**config.mk**
```make
export PLATFORM = sky130hd
export DESIGN_NAME = video_timing_rx_flat
export DESIGN_NICKNAME = d
export VERILOG_FILES = /design/src/rtl/video_timing_rx_if.sv /design/src/rtl/video_timing_rx.sv /design/src/flat_wrapper.sv
export SDC_FILE = /design/constraint.sdc
export NUM_CORES = 1
export LEC_CHECK = 0
export ABC_AREA = 1
export BUFFER_PORTS_ARGS = -buffer_cell sky130_fd_sc_hd__buf_2
export CAP_MARGIN = 20
export CORE_MARGIN = 5
export CORE_UTILIZATION = 50
export CTS_CLUSTER_SIZE = 14
export DETAILED_ROUTE_END_ITERATION = 16
export PLACE_DENSITY_LB_ADDON = 0.08
export SLEW_MARGIN = 10
export SYNTH_ARGS = -nofsm -noshare
export SYNTH_HDL_FRONTEND = slang
export SYNTH_SLANG_ARGS = --single-unit
```
**constraint.sdc**
```tcl
create_clock -name clk -period 18.5 [get_ports clk]
set_input_delay 3.7 -clock clk [delete_from_list [all_inputs] [get_ports clk]]
set_output_delay 3.7 -clock clk [all_outputs]
set_load 0.02 [all_outputs]
```
**src/rtl/video_timing_rx_if.sv**
```systemverilog
// Raw video stream into the timing receiver: active-low syncs, data enable and RGB.
// The stream has no backpressure: every cycle with valid high is one pixel, taken unconditionally.
interface video_timing_rx_if;
    logic       hsync;
    logic       vsync;
    logic       valid;
    logic [7:0] red;
    logic [7:0] green;
    logic [7:0] blue;

    modport master (output hsync, vsync, valid, red, green, blue);
    modport slave  (input  hsync, vsync, valid, red, green, blue);
endinterface

```
**src/rtl/video_timing_rx.sv**
```systemverilog
// Receive-side timing recovery: registers the pixel stream with x/y coordinates and
// frame/line markers, measures line and frame geometry, and qualifies format lock.
module video_timing_rx #(
    parameter int ACTIVE_H    = 800,
    parameter int ACTIVE_V    = 600,
    parameter int TOTAL_H     = 1056,
    parameter int TOTAL_V     = 628,
    parameter int LOCK_FRAMES = 2,
    parameter int CW          = 12
) (
    input  logic                clk,
    input  logic                rst,
    video_timing_rx_if.slave    video_i,
    output logic                pix_valid_o,
    output logic [7:0]          red_o,
    output logic [7:0]          green_o,
    output logic [7:0]          blue_o,
    output logic [CW-1:0]       x_o,
    output logic [CW-1:0]       y_o,
    output logic                sof_o,
    output logic                eol_o,
    output logic [CW-1:0]       meas_h_total_o,
    output logic [CW-1:0]       meas_h_active_o,
    output logic [CW-1:0]       meas_v_total_o,
    output logic [CW-1:0]       meas_v_active_o,
    output logic                locked_o,
    output logic                fmt_err_o,
    output logic                lost_lock_o,
    output logic [1:0]          dbg_state_o
);
    localparam int MW = $clog2(LOCK_FRAMES + 1);

    typedef enum logic [1:0] {IDLE = 2'd0, MEASURE = 2'd1, LOCKED = 2'd2} state_e;

    function automatic logic [CW-1:0] sat_inc(input logic [CW-1:0] v);
        return (v == {CW{1'b1}}) ? v : v + CW'(1);
    endfunction

    logic          hs_prev_q, vs_prev_q, de_prev_q;
    logic          hs_fall, vs_fall, de_fall;
    logic [CW-1:0] h_cnt_q, h_cnt_d, h_tot_w_q, h_tot_w_d, h_act_w_q, h_act_w_d;
    logic [CW-1:0] pix_cnt_q, pix_cnt_d, line_cnt_q, line_cnt_d, av_cnt_q, av_cnt_d;
    logic [CW-1:0] meas_ht_q, meas_ht_d, meas_ha_q, meas_ha_d;
    logic [CW-1:0] meas_vt_q, meas_vt_d, meas_va_q, meas_va_d;
    logic [CW-1:0] x_q, x_d, y_q, y_d;
    logic          sof_q, sof_d, eol_q, eol_d, pix_valid_q;
    logic [7:0]    red_q, green_q, blue_q;
    logic          fmt_match, timeout;
    state_e        state_q;
    logic [MW-1:0] match_q;
    logic          locked_q, err_q, lost_q;

    assign hs_fall = hs_prev_q & ~video_i.hsync;
    assign vs_fall = vs_prev_q & ~video_i.vsync;
    assign de_fall = de_prev_q & ~video_i.valid;

    // Line end is folded in before frame end so a coincident hs/vs fall counts the last line.
    always_comb begin
        h_cnt_d    = hs_fall ? CW'(1) : sat_inc(h_cnt_q);
        h_tot_w_d  = hs_fall ? h_cnt_q : h_tot_w_q;
        h_act_w_d  = de_fall ? pix_cnt_q : h_act_w_q;
        if (video_i.valid)  pix_cnt_d = sat_inc(pix_cnt_q);
        else if (de_fall)   pix_cnt_d = '0;
        else                pix_cnt_d = pix_cnt_q;
        line_cnt_d = hs_fall ? sat_inc(line_cnt_q) : line_cnt_q;
        av_cnt_d   = de_fall ? sat_inc(av_cnt_q) : av_cnt_q;
        meas_ht_d  = meas_ht_q;
        meas_ha_d  = meas_ha_q;
        meas_vt_d  = meas_vt_q;
        meas_va_d  = meas_va_q;
        if (vs_fall) begin
            meas_ht_d  = h_tot_w_d;
            meas_ha_d  = h_act_w_d;
            meas_vt_d  = line_cnt_d;
            meas_va_d  = av_cnt_d;
            line_cnt_d = '0;
            av_cnt_d   = '0;
        end
        x_d = x_q;
        y_d = y_q;
        if (video_i.valid) begin
            x_d = de_prev_q ? sat_inc(x_q) : '0;
            y_d = vs_fall ? '0 : av_cnt_q;
        end
        sof_d = video_i.valid && (x_d == '0) && (y_d == '0);
        eol_d = video_i.valid && (x_d == CW'(ACTIVE_H - 1));
    end

    assign fmt_match = (meas_ht_d == CW'(TOTAL_H)) && (meas_ha_d == CW'(ACTIVE_H)) &&
                       (meas_vt_d == CW'(TOTAL_V)) && (meas_va_d == CW'(ACTIVE_V));
    assign timeout   = (line_cnt_q > CW'(2 * TOTAL_V)) && !vs_fall;

    always_ff @(posedge clk or posedge rst) begin
        if (rst) begin
            hs_prev_q <= 1'b1;
            vs_prev_q <= 1'b1;
            de_prev_q <= 1'b0;
            h_cnt_q <= '0; h_tot_w_q <= '0; h_act_w_q <= '0;
            pix_cnt_q <= '0; line_cnt_q <= '0; av_cnt_q <= '0;
            meas_ht_q <= '0; meas_ha_q <= '0; meas_vt_q <= '0; meas_va_q <= '0;
            x_q <= '0; y_q <= '0; sof_q <= 1'b0; eol_q <= 1'b0; pix_valid_q <= 1'b0;
            red_q <= '0; green_q <= '0; blue_q <= '0;
        end else begin
            hs_prev_q <= video_i.hsync;
            vs_prev_q <= video_i.vsync;
            de_prev_q <= video_i.valid;
            h_cnt_q <= h_cnt_d; h_tot_w_q <= h_tot_w_d; h_act_w_q <= h_act_w_d;
            pix_cnt_q <= pix_cnt_d; line_cnt_q <= line_cnt_d; av_cnt_q <= av_cnt_d;
            meas_ht_q <= meas_ht_d; meas_ha_q <= meas_ha_d; meas_vt_q <= meas_vt_d; meas_va_q <= meas_va_d;
            x_q <= x_d; y_q <= y_d; sof_q <= sof_d; eol_q <= eol_d; pix_valid_q <= video_i.valid;
            red_q <= video_i.red; green_q <= video_i.green; blue_q <= video_i.blue;
        end
    end

    // Lock qualification; a missing vsync (timeout) overrides any frame decision.
    always_ff @(posedge clk or posedge rst) begin
        if (rst) begin
            state_q  <= IDLE;
            match_q  <= '0;
            locked_q <= 1'b0;
            err_q    <= 1'b0;
            lost_q   <= 1'b0;
        end else begin
            lost_q <= 1'b0;
            if (timeout) begin
                state_q  <= IDLE;
                match_q  <= '0;
                locked_q <= 1'b0;
                lost_q   <= (state_q == LOCKED);
            end else if (vs_fall) begin
                case (state_q)
                    IDLE: begin
                        state_q <= MEASURE;
                        match_q <= '0;
                    end
                    MEASURE: begin
                        if (fmt_match) begin
                            err_q <= 1'b0;
                            if (match_q == MW'(LOCK_FRAMES - 1)) begin
                                state_q  <= LOCKED;
                                locked_q <= 1'b1;
                                match_q  <= MW'(LOCK_FRAMES);
                            end else begin
                                match_q <= match_q + MW'(1);
                            end
                        end else begin
                            match_q <= '0;
                            err_q   <= 1'b1;
                        end
                    end
                    LOCKED: begin
                        if (fmt_match) begin
                            err_q <= 1'b0;
                        end else begin
                            state_q  <= MEASURE;
                            locked_q <= 1'b0;
                            match_q  <= '0;
                            err_q    <= 1'b1;
                            lost_q   <= 1'b1;
                        end
                    end
                    default: state_q <= IDLE;
                endcase
            end
        end
    end

    assign pix_valid_o     = pix_valid_q;
    assign red_o           = red_q;
    assign green_o         = green_q;
    assign blue_o          = blue_q;
    assign x_o             = x_q;
    assign y_o             = y_q;
    assign sof_o           = sof_q;
    assign eol_o           = eol_q;
    assign meas_h_total_o  = meas_ht_q;
    assign meas_h_active_o = meas_ha_q;
    assign meas_v_total_o  = meas_vt_q;
    assign meas_v_active_o = meas_va_q;
    assign locked_o        = locked_q;
    assign fmt_err_o       = err_q;
    assign lost_lock_o     = lost_q;
    assign dbg_state_o     = state_q;
endmodule

```
**src/flat_wrapper.sv**
```systemverilog
// flat-port wrapper written by rule: the top's interface ports become plain ports
module video_timing_rx_flat 
#(
    parameter int ACTIVE_H    = 800,
    parameter int ACTIVE_V    = 600,
    parameter int TOTAL_H     = 1056,
    parameter int TOTAL_V     = 628,
    parameter int LOCK_FRAMES = 2,
    parameter int CW          = 12
)
  (clk, rst, pix_valid_o, red_o, green_o, blue_o, x_o, y_o, sof_o, eol_o, meas_h_total_o, meas_h_active_o, meas_v_total_o, meas_v_active_o, locked_o, fmt_err_o, lost_lock_o, dbg_state_o, video_i_hsync, video_i_vsync, video_i_valid, video_i_red, video_i_green, video_i_blue);
  video_timing_rx_if video_i_i ();
  input  logic clk;
  input  logic rst;
  output logic pix_valid_o;
  output logic [7:0] red_o;
  output logic [7:0] green_o;
  output logic [7:0] blue_o;
  output logic [CW-1:0] x_o;
  output logic [CW-1:0] y_o;
  output logic sof_o;
  output logic eol_o;
  output logic [CW-1:0] meas_h_total_o;
  output logic [CW-1:0] meas_h_active_o;
  output logic [CW-1:0] meas_v_total_o;
  output logic [CW-1:0] meas_v_active_o;
  output logic locked_o;
  output logic fmt_err_o;
  output logic lost_lock_o;
  output logic [1:0] dbg_state_o;
  input wire logic [$bits(video_i_i.hsync)-1:0] video_i_hsync;
  input wire logic [$bits(video_i_i.vsync)-1:0] video_i_vsync;
  input wire logic [$bits(video_i_i.valid)-1:0] video_i_valid;
  input wire logic [$bits(video_i_i.red)-1:0] video_i_red;
  input wire logic [$bits(video_i_i.green)-1:0] video_i_green;
  input wire logic [$bits(video_i_i.blue)-1:0] video_i_blue;
  assign video_i_i.hsync = video_i_hsync;
  assign video_i_i.vsync = video_i_vsync;
  assign video_i_i.valid = video_i_valid;
  assign video_i_i.red = video_i_red;
  assign video_i_i.green = video_i_green;
  assign video_i_i.blue = video_i_blue;
  video_timing_rx #(.ACTIVE_H(ACTIVE_H), .ACTIVE_V(ACTIVE_V), .TOTAL_H(TOTAL_H), .TOTAL_V(TOTAL_V), .LOCK_FRAMES(LOCK_FRAMES), .CW(CW)) u_core (.clk(clk), .rst(rst), .video_i(video_i_i), .pix_valid_o(pix_valid_o), .red_o(red_o), .green_o(green_o), .blue_o(blue_o), .x_o(x_o), .y_o(y_o), .sof_o(sof_o), .eol_o(eol_o), .meas_h_total_o(meas_h_total_o), .meas_h_active_o(meas_h_active_o), .meas_v_total_o(meas_v_total_o), .meas_v_active_o(meas_v_active_o), .locked_o(locked_o), .fmt_err_o(fmt_err_o), .lost_lock_o(lost_lock_o), .dbg_state_o(dbg_state_o));
endmodule
```
==> Word-level counts from Yosys, hierarchy flattened <==
Index checks and enable logic that the tools add are counted.
Widths: inputs -> output; s select.
{ "totals": {"ff_bits": 180, "latch_bits": 0, "ramBits": 0, "rom_bits": 0, "input_bits": 29, "n_memories": 0} }
{ "op_classes": {"n_addsub": 6, "multipliers": 0, "div_mod_pow": 0, "order_cmp": 1, "n_eq_ne": 18, "n_shift": 0, "muxes": 44, "n_bitwise": 7, "reduce_logical": 21} }
{ "ops": {"columns": ["operator", "count"], "rows": [
  ["$mux 12", 22],
  ["$add 12x1->12 const B", 5],
  ["$eq 12x12->1 const B", 5],
  ["$eq 12x10->1 const B", 4],
  ["$logic_not 12->1", 2],
  ["$mux 2", 10],
  ["$eq 12x11->1 const B", 1],
  ["$gt 12x11->1 const B", 1],
  ["$pmux 2 s3", 2],
  ["$mux 1", 9],
  ["$logic_and 1x1->1", 7],
  ["$ne 3x1->1 const B", 2],
  ["$reduce_and 3->1", 2],
  ["$reduce_and 5->1", 1],
  ["$eq 2x1->1 const B", 2],
  ["$not 1->1", 4],
  ["$reduce_and 4->1", 1],
  ["$reduce_bool 2->1", 2],
  ["$reduce_bool 4->1", 1],
  ["$and 1x1->1", 3],
  ["$ne 3x3->1 const B", 1],
  ["$reduce_bool 3->1", 1],
  ["$add 2x1->2 const B", 1],
  ["$eq 2x2->1 const B", 1],
  ["other kinds (7)", 7]
]} }

==> Longest topological paths before layout <==
Gate-level depths: netlist of run 1.
{ "logic_depth": {"word_depth": 12, "depth_mapped": 22, "ltp_nobuf": 20} }

==> Worst setup path before layout of run 1 <==
No wires, ideal clock.
{ "synth_timing": {"path_type": "input to register", "start": "in video_i_hsync", "end": "reg u_core.match_q[0]", "setup_time_ps": 117, "t_arrival_ps": 5292, "required_time_ps": 18383, "slack_ps": 13092, "cell_stages": 22, "n_path_buf": 2, "path_cell_list": "inv_2 > nand2_4 > buf_6 > buf_6 > nand2_4 > nand3_2 > nand2_2 > nand2_1 > nor2_2 > nand2_1 > nor2_1 > nand2_1 > nor2_2 > nand3_2 > nor2_4 > nand3_2 > nand2_2 > inv_2 > nand2_2 > inv_2 > nor2_1 > nor2_1"} }
{ "synth_between": {"elab_chain_cells": 12} }
{ "synth_lines": {"columns": ["element", "line_no", "text"], "rows": [
  ["start, declared", "flat_wrapper.sv:31", "input wire logic [$bits(video_i_i.hsync)-1:0] video_i_hsync;"],
  ["$not 1->1 (*)", "video_timing_rx.sv:53", "assign hs_fall = hs_prev_q & ~video_i.hsync;"],
  ["$and 1x1->1 (*)", "video_timing_rx.sv:53", null],
  ["$mux 12", "video_timing_rx.sv:60", "h_tot_w_d = hs_fall ? h_cnt_q : h_tot_w_q;"],
  ["$mux 12", "video_timing_rx.sv:71", "if (vs_fall) begin"],
  ["$eq 12x11->1", "video_timing_rx.sv:89", "assign fmt_match = (meas_ht_d == CW'(TOTAL_H)) && (meas_ha_d == CW'(ACTIVE_H)) &&"],
  ["$logic_and 1x1->1", "video_timing_rx.sv:89", null],
  ["$logic_and 1x1->1 (*)", "video_timing_rx.sv:89", null],
  ["$logic_and 1x1->1 (*)", "video_timing_rx.sv:90", "(meas_vt_d == CW'(TOTAL_V)) && (meas_va_d == CW'(ACTIVE_V));"],
  ["$mux 2", "video_timing_rx.sv:137", "if (fmt_match) begin"],
  ["$pmux 2 s3", "video_timing_rx.sv:131", "case (state_q)"],
  ["$mux 2", "video_timing_rx.sv:130", "end else if (vs_fall) begin"],
  ["$mux 2", "video_timing_rx.sv:125", "if (timeout) begin"],
  ["end signal, assigned", "video_timing_rx.sv:142", "match_q <= MW'(LOCK_FRAMES);"],
  ["end signal, assigned", "video_timing_rx.sv:144", "match_q <= match_q + MW'(1);"],
  ["end, declared", "video_timing_rx.sv:50", "logic [MW-1:0] match_q;"]
]} }
Mark *: on every way between the ends. The rest lies on a longest branch, timed or not. The select of a mux whose other input is x is not followed.
A chain may end at the register's enable or synchronous reset.

==> Worst setup path in the final report of run 1 <==
{ "layout_timing": {"start": "in video_i_vsync", "end": "reg u_core.match_q[0]"} }
{ "layout_between": {"elab_chain_cells": 11} }
{ "layout_lines": {"columns": ["element", "line_no", "text"], "rows": [
  ["start, declared", "flat_wrapper.sv:32", "input wire logic [$bits(video_i_i.vsync)-1:0] video_i_vsync;"],
  ["$not 1->1 (*)", "video_timing_rx.sv:54", "assign vs_fall = vs_prev_q & ~video_i.vsync;"],
  ["$and 1x1->1 (*)", "video_timing_rx.sv:54", null],
  ["$mux 12 (*)", "video_timing_rx.sv:71", null],
  ["via u_core.meas_ht_d[11]", "video_timing_rx.sv:43", "logic [CW-1:0] meas_ht_q, meas_ht_d, meas_ha_q, meas_ha_d;"],
  ["$eq 12x11->1 (*)", "video_timing_rx.sv:89", null],
  ["$logic_and 1x1->1 (*) (2 in a row)", "video_timing_rx.sv:89", null],
  ["$logic_and 1x1->1 (*)", "video_timing_rx.sv:90", null],
  ["$mux 2", "video_timing_rx.sv:137", null],
  ["$pmux 2 s3", "video_timing_rx.sv:131", null],
  ["$mux 2", "video_timing_rx.sv:130", null],
  ["$mux 2", "video_timing_rx.sv:125", null]
]} }
Mark *: on every way through the listed nets, which the timed path passes. The rest lies on a longest branch. The select of a mux whose other input is x is not followed.

==> results.json, run 1 <==
{
  "drtIter0Drc": 431,
  "reg2reg_to": "u_core.match_q[0]$_DFFE_PP0P_",
  "hold_viol_final": 0,
  "avgSynthCellArea_um2": 8.43,
  "start_util_pct": 51.1,
  "drc": 0,
  "grt_max_degree": 105,
  "drt-total-wl_um": 19400,
  "setup_viol": 0,
  "ys_seq_elements": 180,
  "hp-class": "flip-flop to flip-flop",
  "whs_path_depth": 2,
  "clockPowerShare_pct": 35.6,
  "async_flop_share_pct": 100,
  "syn2layout_area_growth_pct": 16.3,
  "syn_nets": 1044,
  "grt.overflow.total": 0,
  "synth.distinct_cells": 42,
  "powerDensity_nw_per_um2": 102,
  "yosysWarnings": 0,
  "p_sw_share_pct": 30.1,
  "grt.total_usage_pct": 20.6,
  "power_switching_uw": 304,
  "critPathSlowestCell": "buf_4",
  "p_leak_uw": 0.00503,
  "slowest_delay_ns": 0.64,
  "cts.repair.resized": 0,
  "outcome": "finished, final reports clean",
  "rows": 47,
  "fin_setup_tns_ns": 0,
  "period_needed_ns": 6.67,
  "clock_path_buffers": 2,
  "ir_drop_v": 0.0000731,
  "rsz0062_at_grt": "no",
  "synth_cells": 1004,
  "clock_skew_ns": 0.00722,
  "path_cells": "buf_2, nor2_4, buf_4, inv_1, nand2_1, nand2_1, nor2_1, nand2_1, nor2_1, nand2_1, nor2_2, nand3_2, nor2_4, nand3_2, nand2_2, inv_2, nand2_2, inv_2, nor2_1, nor2_1",
  "io_pins": 133,
  "finalCritPeriodShare_pct": 36.1,
  "cp-start-kind": "primary input",
  "vias": 6859,
  "h-tree-depth": 4,
  "maxSlewViolCount": 0,
  "fmax_ghz": 0.150,
  "viasPerCell": 5.04,
  "r2r_setup_slack_ns": 14.68,
  "num-nets-final": 1169,
  "routedWlPerCell_um": 14.2,
  "die_area_um2": 19600,
  "yosys-top-cells-area": "dfrtp_1 53%, nand2_1 12%, nand3_1 6.0%",
  "dpl.hpwl_um": 14000,
  "grt_first_pass_wirelength_um": 33300,
  "drive_above_1_share_pct": 20.3,
  "min-delay-start": "u_core.h_act_w_q[11]$_DFF_PP0_",
  "arrival_ns": 6.99,
  "required_ns": 18.81,
  "firstDrtPassIters": 5,
  "cts-buffers-inserted": 17,
  "tritoncts": "built",
  "detail-route-antenna-nets": 0,
  "reg2regPathDepth": 20,
  "ys_seq_area_share_pct": 53.2,
  "netlist_area_um2": 8470,
  "io_buffers": 132,
  "max-cap-violations": 0,
  "layoutNonFillerInstCount": 1362,
  "worstSetupPathType": "primary input to flip-flop",
  "p_int_uw": 705,
  "cts_hold_buf": 0,
  "clk_pin_slew_ns": 0.07,
  "gp_congestion": 0.825,
  "antenna_found_initial": 0,
  "holdPathEnd": "u_core.h_act_w_q[11]$_DFF_PP0_",
  "synth_top_cell_by_area": "dfrtp_1",
  "worstMarginPinSlew_ns": 0.970,
  "grt_pass1_vias": 6696,
  "critical_path.max_fanout": 67,
  "coreArea_um2": 16600,
  "reg2reg_from": "u_core.vs_prev_q$_DFF_PP1_",
  "seq_power_share_pct": 46.2,
  "synth-main-ff-cell": "dfrtp_1",
  "post-cts-setup-buffers": 0,
  "cp-end-kind": "flip-flop",
  "netlist.area_leader.share_pct": 52.6,
  "dieHeight_um": 140,
  "die_width_um": 140,
  "maxSlewHeadroom_pct": 35.3,
  "pwr-share-comb_pct": 18.3,
  "synth_edf_count": 0,
  "clkLatencyLatePin_ns": 0.43,
  "dp.cells": 1329,
  "clock_sinks": 180,
  "cts-root-buf": "clkbuf_16",
  "diodes": 0
}
==> per-layer routing <==
metal	share of wire, %	GRT usage [%]	up-vias
met3	6.1	5.69	22
met2	46	32.2	156
met5	0	0	-
met1	47	28.6	3219
li1	-	-	3462
met4	1.4	5.46	0
==> per-stage QoR <==
stage / hold slack (ns) / setup WS (ns) / power [uW] / util (%) / cell area (um^2)
2_1_floorplan: 0.437 / 9.92 / 600 / - / 8470
3_3_place_gp: 0.448 / 11.39 / 656 / 55.7 / 9230
3_5_place_dp: 0.455 / 11.31 / 659 / 55.7 / 9230
4_1_cts: 0.471 / 11.78 / 1020 / 59.2 / 9820
5_1_grt: 0.479 / 11.36 / 1060 / 59.4 / 9850
6_report: 0.467 / 11.83 / 1010 / 59.4 / 9850
==> worst max-delay path by stage <==
stage | slack, ns | to | start
4_1_cts | 11.78 | u_core.match_q[0]$_DFFE_PP0P_ | video_i_vsync
3_5_place_dp | 11.31 | u_core.match_q[0]$_DFFE_PP0P_ | video_i_vsync
5_1_grt | 11.36 | u_core.match_q[0]$_DFFE_PP0P_ | video_i_vsync
2_1_floorplan | 9.92 | u_core.av_cnt_q[0]$_DFF_PP0_ | rst
6_report | 11.83 | u_core.match_q[0]$_DFFE_PP0P_ | video_i_vsync
3_3_place_gp | 11.39 | u_core.match_q[0]$_DFFE_PP0P_ | video_i_vsync
==> power groups by stage <==
stage | Clock [uW] | Sequential, uW | Combinational (uW)
floorplan | 0 | 495 | 105
global placement | 0 | 472 | 185
detailed placement | 0 | 473 | 186
CTS | 365 | 466 | 187
global route | 382 | 472 | 209
finish | 359 | 466 | 184
==> worst max-delay path: cells and delay by family <==
kind	cells	cell delay, ns
buffers and inverters	5	1.51
AND/OR/NAND/NOR	15	1.76
==> logic make-up (layout without fill, tap and decap cells) <==
group,after synthesis,count (layout),synth area share (%)
xor gates and xnor gates,17,17,1.76
buffers and inverters,149,287,7.62
AOI/OAI and AO/OA,87,87,5.75
muxes,1,1,0.133
and+or+nand+nor,559,559,29.9
adders and majority gates,11,11,1.63
DFF,180,180,53.2
==> layout make-up <==
class / instances / area [um^2]
Clock buffer: 21 / 460
Clock inverter: 11 / 124
Fill cell: 1547 / 6740
Inverter: 120 / 455
Multi-Input combinational cell: 675 / 3320
Sequential cell: 180 / 4510
Tap cell: 220 / 275
Timing Repair Buffer: 135 / 703
==> synth_stat cells, types with 12 or more instances <==
cell type and count:
nand4_1 14, dfrtp_1 178, nand3_1 101, buf_2 12, inv_1 114, o21ai_0 36, nand2_1 264, nor2_1 88
or2_2 25, nor3_1 18, a21oi_1 22
==> layout by cell type (no fill, tap or decap), types with 11 or more instances in the layout <==
master | synthesis | routed
xor2_1 | 11 | 11
nand4_1 | 14 | 14
buf_2 | 12 | 132
clkbuf_16 | 0 | 17
or2_2 | 25 | 25
inv_1 | 114 | 113
dfrtp_1 | 178 | 178
nor2_1 | 88 | 88
nand2_1 | 264 | 264
nor3_1 | 18 | 18
o21ai_0 | 36 | 36
nand3_1 | 101 | 101
ha_1 | 11 | 11
a21oi_1 | 22 | 22
==> state kept, by name, summed over array words and instances (netlist names), 12 cells and up <==
name / cells
u_core.x_o: 12
u_core.h_tot_w_q: 12
u_core.meas_h_total_o: 12
u_core.av_cnt_q: 12
u_core.meas_v_active_o: 12
u_core.meas_v_total_o: 12
u_core.h_act_w_q: 12
u_core.line_cnt_q: 12
u_core.y_o: 12
u_core.pix_cnt_q: 12
u_core.h_cnt_q: 12
u_core.meas_h_active_o: 12
(Power assumes the default switching activity.)
==> run 2, diff against run 1 <==
==> constraint.sdc (replaced) <==
create_clock -name clk -period 6.96 [get_ports clk]
set_input_delay 1.392 -clock clk [delete_from_list [all_inputs] [get_ports clk]]
set_output_delay 1.392 -clock clk [all_outputs]
set_load 0.02 [all_outputs]
==> results.json, run 2 (same netlist as run 1, synthesis figures left out) <==
{
  "period_needed_ns": 3.76,
  "num-nets-final": 1170,
  "clock_sinks": 180,
  "maxSlewViolCount": 0,
  "start_util_pct": 51.1,
  "postPlaceCellArea_um2": 9240,
  "io_pins": 133,
  "layout_commonest_cell": "nand2_1",
  "tritoncts": "built",
  "cts.repair.resized": 0,
  "grt_first_pass_wirelength_um": 32600,
  "post-cts-setup-buffers": 0,
  "critical_path.max_fanout": 77,
  "grt_pass1_vias": 6555,
  "drive_above_1_share_pct": 20.5,
  "finalWorstSetupSlack_ns": 3.20,
  "setup_viol": 0,
  "max-cap-violations": 0,
  "layoutNonFillerInstCount": 1362,
  "dp_worst_setup_slack_ns": 2.73,
  "rsz0062_at_grt": "no",
  "p_leak_uw": 0.00503,
  "coreArea_um2": 16600,
  "vias": 6859,
  "drt-total-wl_um": 19300,
  "detail-route-antenna-nets": 0,
  "grt.total_usage_pct": 20.3,
  "crit_top_cell": "nand2_1",
  "ir_drop_v": 0.000187,
  "diodes": 0,
  "routedWlPerCell_um": 14.2,
  "firstDrtPassIters": 5,
  "dieHeight_um": 140,
  "fmax_ghz": 0.266,
  "io_buffers": 132,
  "worstSetupPathType": "primary input to flip-flop",
  "slowest_delay_ns": 0.67,
  "hp-class": "flip-flop to flip-flop",
  "clkLatencyLatePin_ns": 0.43,
  "cp_num_buf_inv": 2,
  "fin_area_um2": 9840,
  "finalCritPeriodShare_pct": 54.1,
  "clock_skew_ns": 0.00930,
  "clock_path_buffers": 2,
  "drc": 0,
  "final_cell_mix": "264 x nand2_1, 178 x dfrtp_1, 132 x buf_2",
  "cts-buffers-inserted": 17,
  "cp-start-kind": "primary input",
  "dpl.hpwl_um": 13900,
  "worstMarginPinSlew_ns": 0.777,
  "die_width_um": 140,
  "cp-end-kind": "flip-flop",
  "fin_setup_tns_ns": 0,
  "drtIter0Drc": 488,
  "syn2layout_area_growth_pct": 16.2,
  "cts-root-buf": "clkbuf_16",
  "clk_pin_slew_ns": 0.07,
  "required_ns": 7.28,
  "viasPerCell": 5.04,
  "critPathSlowestCell": "buf_4",
  "cts_hold_buf": 0,
  "die_area_um2": 19600,
  "grt_max_degree": 78,
  "arrival_ns": 4.08,
  "gp_congestion": 0.893,
  "rows": 47,
  "grt.overflow.total": 0,
  "dp.cells": 1330,
  "path_cells": "buf_2, nor2_4, buf_4, nand3_1, nand2_1, nand2_1, nor2_1, nand4_1, nor3_1, nand2_1, nor2_1, nand4_1, mux2_2",
  "h-tree-depth": 4,
  "antenna_found_initial": 0,
  "maxSlewHeadroom_pct": 48.2,
  "outcome": "finished, final reports clean",
  "hold_viol_final": 0,
  "powerDensity_nw_per_um2": 274,
  "path_delay_family": "simple AND/OR/NAND/NOR gates"
}
[run 2: cell types whose count changed in the layout (fill, tap and decap cells not counted), sizes merged]
cell    before  now
clkinv       4    2
buf        135  136
clkbuf      21   18
inv        122  126
[run 2: report_power, final]
| group | switching, uW | internal (uW) |
|---|---|---|
| combinational | 325 | 166 |
| sequential | 81.0 | 1160 |
| clock | 420 | 542 |
| total | 827 | 1870 |
[run 2: through the flow]
step	hold WS, ns	utilization, %	total power, uW
2_1_floorplan	0.437	-	1600
4_1_cts	0.471	59.3	2720
5_1_grt	0.500	59.3	2840
3_5_place_dp	0.455	55.7	1750
6_report	0.464	59.3	2690
3_3_place_gp	0.449	55.7	1750
[run 2: layer usage]
layer / share of wire (%) / track usage, %
met1: 48 / 28.7
met2: 45 / 30.7
met3: 5.9 / 5.56
met4: 1.4 / 5.92
met5: 0 / 0
[run 2: path summary, 6_finish.rpt]
| check | endpoint | start | slack (ns) | depth (start not counted) |
|---|---|---|---|---|
| max in group asynchronous | u_core.x_o[10]$_DFF_PP0_ | rst | 4.73 | 3 |
| hold / removal | u_core.h_act_w_q[3]$_DFF_PP0_ | u_core.h_act_w_q[3]$_DFF_PP0_ | 0.46 | 2 |
| setup reg to reg | u_core.fmt_err_o$_DFFE_PP0P_ | u_core.vs_prev_q$_DFF_PP1_ | 3.74 | 13 |
| min in group asynchronous | u_core.blue_o[4]$_DFF_PP0_ | rst | 1.02 | 2 |
| hold reg to reg | u_core.h_act_w_q[3]$_DFF_PP0_ | u_core.h_act_w_q[3]$_DFF_PP0_ | 0.46 | 2 |
| setup / recovery | u_core.fmt_err_o$_DFFE_PP0P_ | video_i_vsync | 3.20 | 13 |
[run 2: layout make-up]
| cell class | count | area (um^2) |
|---|---|---|
| Clock buffer | 18 | 439 |
| Sequential cell | 180 | 4510 |
| Inverter | 120 | 455 |
| Clock inverter | 13 | 145 |
| Multi-Input combinational cell | 675 | 3320 |
| Fill cell | 1565 | 6740 |
| Timing Repair Buffer | 136 | 698 |
| Tap cell | 220 | 275 |
[run 2: worst min-delay path: cells and delay by family, from the launching register on]
kind             cells  cell delay [ns]
DFF                  1             0.32
and+or+nand+nor      2             0.11
==> run 3, diff against run 2 <==
--- a/config.mk
+++ b/config.mk
@@ -5,7 +5,7 @@
 export SDC_FILE = /design/constraint.sdc
 export NUM_CORES = 1
 export LEC_CHECK = 0
-export ABC_AREA = 1
+export ABC_AREA = 0
 export BUFFER_PORTS_ARGS = -buffer_cell sky130_fd_sc_hd__buf_2
 export CAP_MARGIN = 20
 export CORE_MARGIN = 5
==> constraint.sdc (replaced) <==
create_clock -name clk -period 3.47 [get_ports clk]
set_input_delay 0.694 -clock clk [delete_from_list [all_inputs] [get_ports clk]]
set_output_delay 0.694 -clock clk [all_outputs]
set_load 0.02 [all_outputs]
==> results.json, run 3 <==
{
  "clkLatencyLatePin_ns": 0.43,
  "clock_sinks": 180,
  "ir_drop_v": 0.000356,
  "period_needed_ns": 3.07,
  "dieHeight_um": 138,
  "worstMarginPinSlew_ns": 0.751,
  "antenna_found_initial": 0,
  "async_flop_share_pct": 100,
  "cp-end-kind": "flip-flop",
  "grt_max_degree": 85,
  "synth_top_cell_by_area": "dfrtp_1",
  "cts-buffers-inserted": 17,
  "coreArea_um2": 15900,
  "drtIter0Drc": 511,
  "drc": 0,
  "start_util_pct": 51.2,
  "dpl.hpwl_um": 14800,
  "clk_pin_slew_ns": 0.07,
  "grt_first_pass_wirelength_um": 33300,
  "detail-route-antenna-nets": 0,
  "synth_edf_count": 0,
  "critical_path.max_fanout": 24,
  "maxSlewHeadroom_pct": 49.4,
  "critPathSlowestCell": "dfstp_2",
  "vias": 6632,
  "powerDensity_nw_per_um2": 516,
  "netlist.area_leader.share_pct": 54.6,
  "io_buffers": 132,
  "routedWlPerCell_um": 17.3,
  "diodes": 0,
  "postPlaceCellArea_um2": 9110,
  "avgSynthCellArea_um2": 9.98,
  "setup_viol": 0,
  "synth-main-ff-cell": "dfrtp_1",
  "clock_path_buffers": 2,
  "die_area_um2": 19000,
  "rsz0062_at_grt": "no",
  "synth_cells": 818,
  "fmax_ghz": 0.326,
  "worstSetupPathType": "flip-flop to flip-flop",
  "grt.total_usage_pct": 22.1,
  "hp-class": "primary input to asynchronous set/reset pin",
  "io_pins": 133,
  "final_cell_mix": "178 x dfrtp_1, 151 x nand2_1, 132 x buf_2",
  "outcome": "finished, final reports clean",
  "slowest_delay_ns": 0.56,
  "fin_setup_tns_ns": 0,
  "drt-total-wl_um": 20400,
  "ys_seq_elements": 180,
  "cp_num_cells": 10,
  "clock_skew_ns": 0.00746,
  "cp-start-kind": "flip-flop",
  "cp_num_buf_inv": 1,
  "netlist_area_um2": 8160,
  "rows": 46,
  "post-cts-setup-buffers": 0,
  "max-cap-violations": 0,
  "ys_seq_area_share_pct": 55.2,
  "finalCritPeriodShare_pct": 88.4,
  "cts_hold_buf": 0,
  "viasPerCell": 5.63,
  "firstDrtPassIters": 6,
  "layout_commonest_cell": "dfrtp_1",
  "p_leak_uw": 0.00474,
  "syn2layout_area_growth_pct": 18.6,
  "cts-root-buf": "clkbuf_16",
  "drive_above_1_share_pct": 21.5,
  "path_cells": "nor2b_1, buf_4, a21oi_1, o31ai_1, o211ai_1, nor4b_2, nand4_1, nor2_1, mux2i_1, o2bb2ai_1",
  "hold_viol_final": 0,
  "gp_congestion": 0.884,
  "maxSlewViolCount": 0,
  "h-tree-depth": 4,
  "cts.repair.resized": 0,
  "required_ns": 3.83,
  "tritoncts": "built",
  "synth.distinct_cells": 73,
  "yosysWarnings": 0,
  "die_width_um": 138,
  "syn_nets": 858,
  "grt_pass1_vias": 6613,
  "grt.overflow.total": 0,
  "netlist_top_cells_count": "178 x dfrtp_1, 151 x nand2_1, 79 x nor2_1",
  "yosys-top-cells-area": "dfrtp_1 55%, nand2_1 6.9%, nor2_1 3.6%",
  "fin_area_um2": 9680,
  "reg2regPathDepth": 10,
  "arrival_ns": 3.43,
  "yosysMostFrequentCell": "dfrtp_1",
  "finalHoldWorstSlack_ns": 0.225,
  "num-nets-final": 989,
  "path_delay_family": "simple AND/OR/NAND/NOR gates"
}
-- run 3: stage by stage --
step	setup WS, ns	std cells	total power [uW]	util [%]
after floorplan	0.469	818	2890	-
after global placement	0.288	1146	3160	57.2
after detailed placement	0.249	1146	3180	57.2
after CTS	0.383	1178	5040	60.7
after global routing	0.178	1178	5220	60.7
final	0.403	1178	5000	60.7
-- run 3: report_power, final --
part           internal, uW  switching, uW
Sequential             2260            150
Clock                   956            904
Combinational           262            463
Total                  3480           1520
-- run 3: logic make-up (layout without fill, tap and decap cells) --
| logic type | Yosys count | in the layout | synth area share [%] |
|---|---|---|---|
| xor gates and xnor gates | 25 | 25 | 2.68 |
| DFF | 180 | 180 | 55.2 |
| adders and majority gates | 11 | 11 | 1.69 |
| buffers and inverters | 59 | 203 | 3.08 |
| AOI/OAI and AO/OA | 138 | 138 | 11.5 |
| and+or+nand+nor | 386 | 386 | 23.4 |
| muxes | 19 | 19 | 2.45 |
-- run 3: layer usage --
layer | global-route usage, % | wire length, um | vias up | share of wire [%]
met2 | 36.4 | 9940 | 192 | 49
met3 | 3.32 | 982 | 41 | 4.8
met1 | 29.7 | 8960 | 3267 | 44
met4 | 8.56 | 492 | 0 | 2.4
li1 | - | - | 3132 | -
met5 | 0 | 0 | - | 0
-- run 3: layout make-up --
cell class | instances | area [um^2]
Clock inverter | 14 | 138
Multi-Input combinational cell | 579 | 3420
Fill cell | 1411 | 6260
Sequential cell | 180 | 4510
Timing Repair Buffer | 151 | 841
Tap cell | 216 | 270
Clock buffer | 18 | 429
Inverter | 20 | 78.8
-- run 3: final timing paths --
kind / startpoint / to / slack [ns]
max: u_core.hs_prev_q$_DFF_PP1_ / u_core.locked_o$_DFFE_PP0P_ / 0.40
min: rst / u_core.blue_o[4]$_DFF_PP0_ / 0.22
max reg2reg: u_core.hs_prev_q$_DFF_PP1_ / u_core.locked_o$_DFFE_PP0P_ / 0.40
min reg2reg: u_core.y_o[5]$_DFF_PP0_ / u_core.y_o[5]$_DFF_PP0_ / 0.48
max in group asynchronous: rst / u_core.hs_prev_q$_DFF_PP1_ / 2.46
min in group clk: video_i_red[0] / u_core.red_o[0]$_DFF_PP0_ / 0.36
